[src/rtl/sig_frame_deser.sv]
// Bit-stream frame deserializer: hunts a sync pattern, shifts in a DATA_W payload MSB first,
// checks one parity bit and reports a frame, parity error or inter-bit timeout.
module sig_frame_deser #(
  parameter int                DATA_W    = 8,
  parameter int                SYNC_W    = 4,
  parameter logic [SYNC_W-1:0] SYNC_PAT  = 4'b1011,
  parameter bit                PAR_ODD   = 1'b1,
  parameter int                TMO_W     = 10,
  parameter int                TMO_TH    = 16,
  parameter int                ERR_CNT_W = 8
) (
  input  logic                 i_clk,
  input  logic                 i_rst_n,
  input  logic                 i_bit_vld,
  input  logic                 i_bit_data,
  output logic                 o_frm_vld,
  output logic [DATA_W-1:0]    o_frm_data,
  output logic                 o_par_err,
  output logic                 o_tmo_err,
  output logic                 o_busy,
  output logic [ERR_CNT_W-1:0] o_err_cnt
);

  localparam int CNT_W = $clog2(DATA_W) + 1;

  typedef enum logic [1:0] {HUNT, DATA, PAR} state_e;

  state_e            state, state_nxt;
  logic [SYNC_W-1:0] sync_sr, sync_shift;
  logic [DATA_W-1:0] data_sr, data_shift;
  logic [CNT_W-1:0]  bit_cnt;
  logic [TMO_W-1:0]  tmo_cnt;
  logic              sync_hit, tmo_hit, par_ok, frm_done, err_evt;

  // Truncating casts keep the shift well-formed even for DATA_W == 1.
  assign sync_shift = SYNC_W'({sync_sr, i_bit_data});
  assign data_shift = DATA_W'({data_sr, i_bit_data});
  assign sync_hit   = i_bit_vld && (sync_shift == SYNC_PAT);
  // An arriving bit always beats the timeout on the same cycle.
  assign tmo_hit    = (state != HUNT) && !i_bit_vld && (tmo_cnt == TMO_W'(TMO_TH - 1));
  assign par_ok     = ((^{data_sr, i_bit_data}) == PAR_ODD);
  assign err_evt    = (frm_done && !par_ok) || tmo_hit;

  always_ff @(posedge i_clk) begin
    if (!i_rst_n) state <= HUNT;
    else          state <= state_nxt;
  end

  always_comb begin
    state_nxt = state;
    frm_done  = 1'b0;
    case (state)
      HUNT: if (sync_hit) state_nxt = DATA;
      DATA: begin
        if (i_bit_vld && (bit_cnt == CNT_W'(DATA_W - 1))) state_nxt = PAR;
        else if (tmo_hit)                                 state_nxt = HUNT;
      end
      PAR: begin
        if (i_bit_vld) begin
          state_nxt = HUNT;
          frm_done  = 1'b1;
        end else if (tmo_hit) begin
          state_nxt = HUNT;
        end
      end
      default: state_nxt = HUNT;
    endcase
  end

  always_ff @(posedge i_clk) begin
    if (!i_rst_n) begin
      sync_sr    <= '0;
      data_sr    <= '0;
      bit_cnt    <= '0;
      tmo_cnt    <= '0;
      o_frm_vld  <= 1'b0;
      o_frm_data <= '0;
      o_par_err  <= 1'b0;
      o_tmo_err  <= 1'b0;
      o_busy     <= 1'b0;
      o_err_cnt  <= '0;
    end else begin
      o_frm_vld <= 1'b0;
      o_par_err <= 1'b0;
      o_tmo_err <= tmo_hit;
      o_busy    <= (state_nxt != HUNT);

      if (state == HUNT) begin
        tmo_cnt <= '0;
        if (i_bit_vld) sync_sr <= sync_hit ? '0 : sync_shift;
        if (sync_hit) begin
          bit_cnt <= '0;
          data_sr <= '0;
        end
      end else begin
        if (i_bit_vld || tmo_hit) tmo_cnt <= '0;
        else                      tmo_cnt <= tmo_cnt + 1'b1;
        if ((state == DATA) && i_bit_vld) begin
          data_sr <= data_shift;
          bit_cnt <= bit_cnt + 1'b1;
        end
        if (frm_done) begin
          o_frm_data <= data_sr;
          o_frm_vld  <= par_ok;
          o_par_err  <= !par_ok;
        end
      end

      if (err_evt && (o_err_cnt != '1)) o_err_cnt <= o_err_cnt + 1'b1;
    end
  end

`ifdef ASSERT_ON
  always @(posedge i_clk) begin
    if (i_rst_n) begin
      assert (SYNC_W >= 2) else $error("SYNC_W must be >= 2");
      assert (TMO_TH >= 1) else $error("TMO_TH must be >= 1");
      assert ($onehot0({o_frm_vld, o_par_err, o_tmo_err})) else $error("result pulses overlap");
    end
  end
`endif

endmodule

[config.mk]
export PLATFORM = sky130hd
export DESIGN_NAME = sig_frame_deser
export DESIGN_NICKNAME = d
export VERILOG_FILES = /design/src/rtl/sig_frame_deser.sv
export SDC_FILE = /design/constraint.sdc
export NUM_CORES = 1
export LEC_CHECK = 0
export ABC_AREA = 1
export CORE_AREA = 5 5 71 73
export CTS_BUF_LIST = sky130_fd_sc_hd__clkbuf_8 sky130_fd_sc_hd__clkbuf_16
export DETAILED_ROUTE_END_ITERATION = 6
export DIE_AREA = 0 0 76 78
export GPL_TIMING_DRIVEN = 0
export PLACE_DENSITY_LB_ADDON = 0.2
export SETUP_SLACK_MARGIN = 0.15
export SLEW_MARGIN = 30
export SYNTH_ARGS = -nofsm -noshare
export SYNTH_HDL_FRONTEND = slang
export SYNTH_SLANG_ARGS = --single-unit
[constraint.sdc]
create_clock -name i_clk -period 1.5 [get_ports i_clk]
set_clock_uncertainty 0.05 [all_clocks]
set_input_delay 0.45 -clock i_clk [delete_from_list [all_inputs] [get_ports i_clk]]
set_output_delay 0.45 -clock i_clk [all_outputs]
set_load 0.03 [all_outputs]
# == Word-level counts from Yosys, hierarchy flattened ==
# Index checks and enable logic that the tools add are counted.
# totals
regBits,47
# classes
n_addsub,3
n_eq_ne,7
n_mux,14
n_bitwise,3
reduce_logical,21
# op_table
cell,n
$mux 8,3
$mux 4,3
$add 10x1->10 const B,1
$eq 10x4->1 const B,1
$reduce_xor 9->1,1
$add 8x1->8 const B,1
$mux 2,4
$ne 8x8->1 const B,1
$logic_and 1x1->1,7
$pmux 2 s3,1
$reduce_and 2->1,3
$reduce_bool 2->1,3
$reduce_or 3->1,2
$add 4x1->4 const B,1
$eq 4x3->1 const B,1
$eq 4x4->1 const B,1
$mux 3,1
$not 1->1,3
$eq 2x1->1 const B,1
$eq 2x2->1 const B,1
$logic_not 1->1,2
$logic_not 2->1,1
$logic_or 1x1->1,2
$mux 1,2
$ne 2x2->1 const B,1

# == Longest topological paths before layout ==
# depth
ltp_word,7
depth_mapped,14
mapped_depth_nobuf,14

# == Least setup slack after synthesis ==
# No wires, ideal clock.
# synth_path
path_kind,flip-flop to flip-flop
startpoint,reg o_err_cnt[0]
endpoint,reg o_err_cnt[7]
arrival_ps,1543
setup_slack_ps,-209
stages_incl_launch_ff,11
path_buffers,0
synth_period_minus_slack_ps,1709
cell_sequence,dfxtp_1 > ha_1 > nand3_2 > nor2_2 > nand2_2 > nand2_2 > inv_2 > nand3_1 > inv_1 > a21oi_1 > nor2_1
# synth_between
elab_chain_len,2
elab_cells_between_ends,3
cone_classes,add/sub: 1; eq/ne: 1; reduce/logical: 1
# synth_lines
item,line_no,text
from (decl),21,output logic [ERR_CNT_W-1:0] o_err_cnt
from (signal assigned),109,if (err_evt && (o_err_cnt != '1)) o_err_cnt <= o_err_cnt + 1'b1;
branches (longest 2 deep; another with $add 8x1->8),-,
# Several ways; the timed one is not identified.
# A chain may end at the register's enable or synchronous reset.

# == Worst setup path in the final report ==
# layout_path
startpoint,reg data_sr[7]
endpoint,reg o_err_cnt[2]
# layout_between
elab_chain_len,5
# layout_lines
item,line_no,text
from (decl),30,"logic [DATA_W-1:0] data_sr, data_shift;"
from (signal assigned),99,data_sr <= data_shift;
$reduce_xor 9->1,41,"assign par_ok = ((^{data_sr, i_bit_data}) == PAR_ODD);"
$logic_not 1->1,42,assign err_evt = (frm_done && !par_ok) || tmo_hit;
$logic_and 1x1->1,42,
$logic_or 1x1->1,42,
$logic_and 1x1->1,109,
# Every way passes these cells.

==> run metrics <==
outcome finished, violations left; failing checks negative setup slack; Filler Cell Count 324; register bit total from synthesis 47; critical path's top delay family simple AND/OR/NAND/NOR gates; largest net degree at the start of global routing 15; Finish-stage setup viols 8; max-slew violations 0; clock latency on the worst-skew pair 0.29 ns; CP Data Arrival Time 1.73 ns; initial antenna violation count 0; Synth Area in Compound Gates 0.123; critical path start-end classification register to register; YS warnings 0; worst min path class primary input to register; share of layout cells above drive strength 1 0.503; overall routing resource usage 0.157; Finished Cell Area 3100 um^2; HPWL Detailed 2890 um; PortBufs 23; total CTS buffers 5; Worst Tran Pin Value 0.357 ns; io pins 24; initial drt markers 84; Distinct cells, synth 28; RSZ-0062 raised after global routing true; commonest non-fill, non-tap cell in the layout nand2_1; first-pass GRT wire length 7830 um; worst-path cell chain inv_2 -> nand2_2 -> nand2_2 -> nand2_2 -> nand2_2 -> nand2_2 -> nand2_2 -> nand2_4 -> nand3_4 -> nand2_4 -> clkbuf_16 -> nand3_2 -> a21oi_2; combinational family with the most area after synthesis simple AND/OR/NAND/NOR gates; main flop type after synthesis dfxtp_1; syn avg cell area 7.34 um^2; Placed Area 2500 um^2; sequential share of the synthesized area 0.448; DRC Markers 0; Mapped Nets 293; site row count 24; crit start category register; n_diodes 0; total grt overflow 0; Initial Util 0.489; CP Data Required Time 1.68 ns; die height 78 um; pwr/cell area 671 nW/um^2; maxcap violations 0; XOR/XNOR Fraction of Synth Area 0.0167; routed vias/inst 5.00; EDFF count, synth 0; CTS Buffer Depth 2; fin worst setup slack -0.0504 ns; Slew HR 0.761; Post-Synth Adder-Cell Area 0.0179; Reg clk slew, reported paths 0.09 ns; simple logic cell fraction of the synthesized area 0.306; Vias 2001; crit path time final 1.55 ns; mux cell area share after synthesis 0; Setup crit end kind register; synthesized area 2100 um^2; Gate Count Post-Synth 286; Final nets 354; core area 4290 um^2; Max Fclk 645 MHz; CP max-delay cell dfxtp_2; CTS tree done; most frequent CP cell nand2_2; number of global-route vias before repair 1799; Buf/Inv on CP 2; routability cong. 0.812; final hold violations 0; Area Overhead vs Synth 47.6%; ys async rst share 0; full die area 5930 um^2; CP Max Fanout 5; Peak VDD IR 719 uV; DRT antenna net count 0; Setup WS pre-CTS -0.759 ns; drt pass-1 iters 4; CTS sink count 47; Worst path max stage delay 0.36 ns; leakage 1.33 nW; Total Wirelength 5090 um; DIE WIDTH 76 um; CTS Hold Bufs 0; Avg WL per Cell 12.7 um; CTS H-tree depth 2; Final Cycle Share 1.03; clk root buf clkbuf_8; hold slack 0.351 ns; commonest non-fill, non-tap cells in the layout nand2_1, buf_4, inv_1, dfxtp_1, a21oi_1
-- worst paths after layout --
kind / startpoint / to / slack, ns / cells after the start
worst min register to register: data_sr[0]$_SDFFE_PN0P_ / data_sr[0]$_SDFFE_PN0P_ / 0.43 / 2
worst min-delay path: i_bit_vld / o_tmo_err$_SDFF_PN0_ / 0.35 / 2
worst max register to register: data_sr[7]$_SDFFE_PN0P_ / o_err_cnt[2]$_SDFFE_PN0P_ / -0.05 / 13
worst max-delay path: data_sr[7]$_SDFFE_PN0P_ / o_err_cnt[2]$_SDFFE_PN0P_ / -0.05 / 13
-- cell type report --
type | instances | area (um^2) | area share
Multi-Input combinational cell | 194 | 1280 | 0.414
Sequential cell | 47 | 987 | 0.319
Timing Repair Buffer | 54 | 454 | 0.147
Inverter | 38 | 151 | 0.0489
Buffer | 7 | 73.8 | 0.0238
Clock buffer | 5 | 68.8 | 0.0222
Tap cell | 52 | 65.1 | 0.0210
Clock inverter | 3 | 16.3 | 0.00525
-- metrics by stage --
step / power, W / cells / setup TNS [ns] / utilization
6_report: 0.00208 / 400 / -0.251 / 0.721
3_5_place_dp: 0.00134 / 361 / -25.01 / 0.582
2_1_floorplan: 0.00132 / 286 / 0 / -
4_1_cts: 0.00208 / 384 / 0 / 0.636
3_3_place_gp: 0.00134 / 361 / -24.27 / 0.582
5_1_grt: 0.00215 / 400 / -1.85 / 0.721
-- logic make-up (layout without fill, tap and decap cells) --
group | Yosys count | in the layout
AO/OA/AOI/OAI | 48 | 48
XOR/XNOR | 4 | 4
AND/OR/NAND/NOR | 139 | 139
adder cells (fa/ha/maj) | 3 | 3
flip-flops | 47 | 47
buffers and inverters | 45 | 107
-- cell usage after synthesis, types with 5 or more instances --
cell / n / area (um^2)
inv_1: 35 / 131
a21oi_1: 30 / 150
nor2_1: 34 / 128
nand3_1: 18 / 90.1
nand2_1: 58 / 218
o21ai_0: 12 / 60.1
nor3_1: 9 / 45.0
nand2_2: 5 / 31.3
dfxtp_1: 47 / 941
nand3_2: 5 / 50.1
-- state kept, by name, indices dropped and copies added (netlist names) --
| register | count |
|---|---|
| tmo_cnt | 10 |
| data_sr | 8 |
| o_err_cnt | 8 |
| o_frm_data | 8 |
| bit_cnt | 4 |
| sync_sr | 3 |
| state | 2 |
| o_busy | 1 |
| o_frm_vld | 1 |
| o_par_err | 1 |
| o_tmo_err | 1 |
-- timing repair --
item | 4_1_cts | 5_1_grt
pin swaps | 7 | 17
gates resized for setup | 155 | 83
endpoints found under the setup margin | 66 | 55
hold endpoints to repair | 0 | 0
setup buffers | 14 | 14
gates cloned | 1 | 2
-- per-layer routing --
metal  track usage  share of wire  vias to the layer above
met5             0              0                        -
met4        0.0302         0.0061                        0
met3        0.0567          0.039                        4
met2         0.268           0.53                       34
met1         0.189           0.42                      931
li1              -              -                     1032
-- where the power goes --
part	switching (W)	internal, W	leakage, nW
clock network	0.000422	0.000320	0.0453
logic	0.0000561	0.0000370	0.888
registers	0.00000411	0.00124	0.393
total	0.000482	0.00160	1.33
(Power assumes the default switching activity.)
